==> src/rtl/eva_ahb_slv_regs.sv <==
// eva_ahb_slv_regs: AHB-Lite slave register file with programmable wait states and a read-only ID in reg 0.
// Define EVA_AHB_SLV_ERR_EN to answer illegal accesses with the two-cycle ERROR response.
module eva_ahb_slv_regs #(
  parameter int          NREG     = 16,
  parameter int          WAIT_CYC = 0,
  parameter logic [31:0] ID_VAL   = 32'hE0A0_0001
) (
  input  logic        hclk,
  input  logic        hrest,
  input  logic        hsel,
  input  logic [1:0]  htrans,
  input  logic        hwrite,
  input  logic [31:0] haddr,
  input  logic [2:0]  hsize,
  input  logic [31:0] hwdata,
  input  logic        hready_in,
  output logic        hready_out,
  output logic [1:0]  hresp,
  output logic [31:0] hrdata
);
  localparam int IW = $clog2(NREG);

  typedef struct packed {
    logic          wr;
    logic          err;
    logic [IW-1:0] idx;
  } req_t;

`ifdef EVA_AHB_SLV_ERR_EN
  typedef enum logic [1:0] {IDLE, DATA, ERR1, ERR2} state_t;
`else
  typedef enum logic [1:0] {IDLE, DATA} state_t;
`endif

  state_t      state_q, state_d;
  req_t        req_q, req_d, req_in;
  logic [2:0]  cnt_q, cnt_d;
  logic [31:0] regs [NREG];
  logic        accept, illegal, commit;
  logic        unused_busy;

  // htrans[0] only separates BUSY from IDLE and SEQ from NONSEQ; neither matters here
  assign unused_busy = htrans[0];

  assign accept  = hsel & htrans[1] & hready_in;
  assign illegal = (hsize != 3'b010) || (haddr[1:0] != 2'b00) ||
                   (haddr[31:2] >= 30'(NREG)) || (hwrite && (haddr[31:2] == 30'd0));
  assign req_in  = '{wr: hwrite, err: illegal, idx: haddr[IW+1:2]};

  always_comb begin
    hready_out = 1'b1;
    hresp      = 2'b00;
    case (state_q)
      DATA: hready_out = (cnt_q == 3'd0);
`ifdef EVA_AHB_SLV_ERR_EN
      ERR1: begin
        hready_out = 1'b0;
        hresp      = 2'b01;
      end
      ERR2: hresp = 2'b01;
`endif
      default: ;
    endcase
  end

  // hready_out high marks the last cycle of any data phase, so it also gates the next address phase
  always_comb begin
    state_d = state_q;
    req_d   = req_q;
    cnt_d   = cnt_q;
    if (hready_out) begin
      if (accept) begin
        req_d = req_in;
        cnt_d = 3'(WAIT_CYC);
`ifdef EVA_AHB_SLV_ERR_EN
        state_d = illegal ? ERR1 : DATA;
`else
        state_d = DATA;
`endif
      end else begin
        state_d = IDLE;
      end
    end else if (state_q == DATA) begin
      cnt_d = cnt_q - 3'd1;
    end
`ifdef EVA_AHB_SLV_ERR_EN
    else begin
      state_d = ERR2;
    end
`endif
  end

  assign commit = (state_q == DATA) && hready_out && req_q.wr && !req_q.err;

  always_ff @(posedge hclk) begin
    if (hrest) begin
      state_q <= IDLE;
      req_q   <= '0;
      cnt_q   <= 3'd0;
      for (int i = 0; i < NREG; i++) regs[i] <= '0;
    end else begin
      state_q <= state_d;
      req_q   <= req_d;
      cnt_q   <= cnt_d;
      if (commit) regs[req_q.idx] <= hwdata;
    end
  end

  // err guard also keeps out-of-range indices away from the array
  always_comb begin
    hrdata = '0;
    if ((state_q == DATA) && !req_q.wr && !req_q.err)
      hrdata = (req_q.idx == '0) ? ID_VAL : regs[req_q.idx];
  end
endmodule

==> config.mk <==
export PLATFORM = sky130hd
export DESIGN_NAME = eva_ahb_slv_regs
export DESIGN_NICKNAME = d
export VERILOG_FILES = /design/src/rtl/eva_ahb_slv_regs.sv
export SDC_FILE = /design/constraint.sdc
export NUM_CORES = 1
export LEC_CHECK = 0
export BUFFER_PORTS_ARGS = -buffer_cell sky130_fd_sc_hd__buf_2
export CORE_ASPECT_RATIO = 2
export CORE_UTILIZATION = 55
export CTS_CLUSTER_DIAMETER = 150
export DETAILED_ROUTE_END_ITERATION = 12
export PLACE_DENSITY = 0.76
export SLEW_MARGIN = 20
export SYNTH_ARGS = -nofsm -noshare
export SYNTH_HDL_FRONTEND = slang
export SYNTH_SLANG_ARGS = --single-unit
==> constraint.sdc <==
create_clock -name hclk -period 4.9 [get_ports hclk]
set_input_delay 0.245 -clock hclk [delete_from_list [all_inputs] [get_ports hclk]]
set_output_delay 0.245 -clock hclk [all_outputs]
set_load 0.05 [all_outputs]
==> reports/results.ini <==
[timing]
setup_ws_ns=1.117
timing.final.hold_violations=0
max_slew.worst_pin.slew_ns=1.145
setup_viol=0
finalCritPeriodShare=0.7720
fin_crit_ns=3.783
setup_tns_ns=0
rsz0062_at_grt=false
max_freq_mhz=264.4
maxSlewViolCount=0
fin_skew_ns=0.01694
worst_relative_slew_slack=0.2368

[synth]
syn-cell-area_mm2=0.02387
synth-async-reset-ratio=0
synth_ff_type=sky130_fd_sc_hd__edfxtp_1
synthesis.yosys.warnings=0
ys_types=43
synth_enable_flop_cells=512
synth.yosys.seq_area_share=0.6558
synth_seq_cells=526
postSynthCellCount=1483
post_synthesis_average_cell_area_um2=16.10

[worst_setup_path]
worst_flop_to_flop_path_startpoint=cnt_q[0]$_SDFFE_PP0P_
critical_path.slowest_cell=sky130_fd_sc_hd__nand2_2
cp-start-kind=flip-flop
worstSetupPathDepth=5
kind_of_cell_adding_the_most_delay_to_the_critical_path=simple AND/OR/NAND/NOR gates
r2r_setup_slack_ns=1.83
r2r_end=regs[6][24]$_SDFFCE_PN0P_
crit_path_cell_trace=nor4_2 -> nor2b_1 -> nand2_2 -> o22ai_1 -> buf_2
cp-startpoint=req_q[1]$_SDFFE_PP0P_
r2r.worst_path.cells=7
timing.critical_path.arrival_ns=3.54
worst_setup_path_end_kind=output pin
crit_path_end=hrdata[24]
path_buf_inv=1
critPathRequiredTime_ns=4.66
crit_path_max_fanout=26
critical_path.max_stage_delay_ns=0.72
timing.setup.critical_path_class=reg -> out

[cells_and_area]
flow.area_growth_from_synthesis_pct=9.566
filler_cell_count=3097
final_design_area_no_fill_mm2=0.02615
final_util=0.6124
most_frequent_cells_in_the_layout=sky130_fd_sc_hd__and2_1 (512), sky130_fd_sc_hd__edfxtp_1 (512), sky130_fd_sc_hd__mux4_2 (128), sky130_fd_sc_hd__buf_2 (105), sky130_fd_sc_hd__mux2i_1 (69)
design.final.nets=1613
final_layout_size_suffix_gt1_frac=0.2366

[drt]
detail-route-antenna-nets=0
route.met3.wl_mm=3.019
maxUsedRoutingLayer=met4
num_vias=12734
routedWlPerCell_um=26.41
wl_met1_mm=19.25
via_count_normalized_by_instance_count=6.021
met2WireLength_mm=30.96
remaining_drc_errors=0
drt_pre_antenna_iters=5
dr.first_iter.drc_count=1088
wirelength_mm=55.86

[cts]
clkTransAtPathRegs_ns=0.07
htreeDepth=2
cts_tree=built
ctsRootBufferMaster=sky130_fd_sc_hd__clkbuf_16
clkLatencyLatePin_ns=0.57
clockBufferDepth=3
cts-buffers-inserted=42
tritoncts_num_sinks=526

[pwr]
power.switching_fraction=0.2125
cell_internal_pwr_uw=7059
power.share.combinational=0.049
clkPwrFrac=0.379
cellPowerDensity_mw_per_mm2=342.7
worst_ir_drop_vdd_uv=236.2
power.share.sequential=0.572
p_leak_uw=0.009336
switching_power_uw=1905

[floorplanning]
row_count=107
start_util=0.5589
die_span_in_y_um=296.6
io-pin-count=109
core_area_mm2=0.04271
chipWidth_um=149.3
design.die.area_mm2=0.04429

[worst_hold_path]
worstHoldStart=haddr[2]
holdCritPathClass=in -> reg

[place]
routability_cong=0.7707
place.detailed.hpwl_mm=30.41
buffer_ports.inserted=105
post_place_setup_slack_ns=1.632
placement.cell_area_mm2=0.02478

[global_route]
grt_max_degree=75
antenna_found_initial=2
grt_remaining_overflow=0
grt_pass1_vias=13442
grtUsageTotal=0.2617
grt_first_pass_wirelength_mm=81.69

[flow_run]
maxCapViolations=0

[outcome]
run_status=complete, no violations

[worst min path at each step]
| stage | to | slack (ns) | cells past startpoint |
|---|---|---|---|
| 6_report | req_q[0]$_SDFFE_PP0P_ | 0.02 | 3 |
| 3_3_place_gp | cnt_q[0]$_SDFFE_PP0P_ | 0.45 | 2 |
| 4_1_cts | flip-flop | 0.002 | 3 |
| 3_5_place_dp | cnt_q[0]$_SDFFE_PP0P_ | 0.47 | 2 |
| 2_1_floorplan | req_q[5]$_SDFFE_PP0P_ | 0.39 | 2 |
| 5_1_grt | req_q[0]$_SDFFE_PP0P_ | 0.05 | 3 |
[cell usage after synthesis (3+ instances only)]
library cell / n / area (um^2)
sky130_fd_sc_hd__nor2b_1: 3 / 18.77
sky130_fd_sc_hd__and2_1: 512 / 3203
sky130_fd_sc_hd__mux4_2: 128 / 2883
sky130_fd_sc_hd__nor4_4: 3 / 63.81
sky130_fd_sc_hd__a221oi_1: 5 / 43.79
sky130_fd_sc_hd__clkbuf_1: 46 / 172.7
sky130_fd_sc_hd__nor2_1: 15 / 56.30
sky130_fd_sc_hd__nor4_1: 7 / 43.79
sky130_fd_sc_hd__a21oi_1: 3 / 15.01
sky130_fd_sc_hd__edfxtp_1: 512 / 15370
sky130_fd_sc_hd__mux2i_1: 69 / 690.7
sky130_fd_sc_hd__clkbuf_2: 48 / 240.2
sky130_fd_sc_hd__nor3_2: 3 / 30.03
sky130_fd_sc_hd__buf_2: 26 / 130.1
sky130_fd_sc_hd__or2_2: 16 / 100.1
sky130_fd_sc_hd__dfxtp_1: 14 / 280.3
sky130_fd_sc_hd__nand2b_1: 5 / 31.28
sky130_fd_sc_hd__o22ai_1: 26 / 162.7
sky130_fd_sc_hd__nor2_2: 3 / 18.77
sky130_fd_sc_hd__nand2_1: 4 / 15.01
sky130_fd_sc_hd__buf_4: 7 / 52.55
[routing by layer]
metal,up-vias,GRT usage
li1,5581,-
met1,6452,0.2915
met2,552,0.4872
met3,149,0.02868
met4,0,0.1339
met5,-,0
[cells by family after synthesis]
kind of cell,Yosys count,share of synthesized area
flip-flops,526,0.6558
AND/OR/NAND/NOR,588,0.1568
buffers and inverters,129,0.02526
multiplexers,197,0.1497
other,1,0.0001571
AO/OA/AOI/OAI,40,0.01116
adder cells (fa/ha/maj),2,0.001048
[state kept, by name (all words and copies together) (netlist names), named ones only]
signal   cells
regs       512
req_q        6
cnt_q        3
state_q      1
[stage by stage]
step | cells | power [uW] | hold WS, ns
global route | 2113 | 9166 | 0.04711
CTS | 2113 | 8997 | 0.001880
global placement | 2036 | 5645 | 0.4497
detailed placement | 2036 | 5670 | 0.4707
finish | 2115 | 8964 | 0.01613
floorplan | 1484 | 5482 | 0.3922
[tightest hold or removal path: stages]
cell and delay (ns):
sky130_fd_sc_hd__buf_2 0.09, sky130_fd_sc_hd__mux2i_1 0.06, sky130_fd_sc_hd__nor2_1 0.12
[cell type report]
type,instances,area [um^2],area share
timing repair buffer,136,788.3,0.03014
antenna,2,5.005,0.0001914
clock inverter,26,241.5,0.009233
sequential,526,15670,0.5990
multi-input combinational,829,7665,0.2931
tap,545,681.9,0.02607
inverter,2,7.507,0.0002870
clock buffer,49,1099,0.04200
[power by group through the flow]
| stage | sequential (uW) | combinational (uW) | clock (uW) |
|---|---|---|---|
| after floorplan | 5180 | 299 | 0 |
| after global placement | 5210 | 435 | 0 |
| after detailed placement | 5230 | 445 | 0 |
| after CTS | 5130 | 447 | 3420 |
| after global routing | 5140 | 471 | 3560 |
| final | 5120 | 444 | 3400 |
[timing repair]
| action | 4_1_cts | 5_1_grt |
|---|---|---|
| endpoints found under the setup margin | 0 | 0 |
| hold buffers | 2 | 0 |
| gates resized for setup | 0 | 0 |
| setup buffers | 0 | 0 |
| hold endpoints to repair | 3 | 0 |
Power figures use the tool's default switching activity.
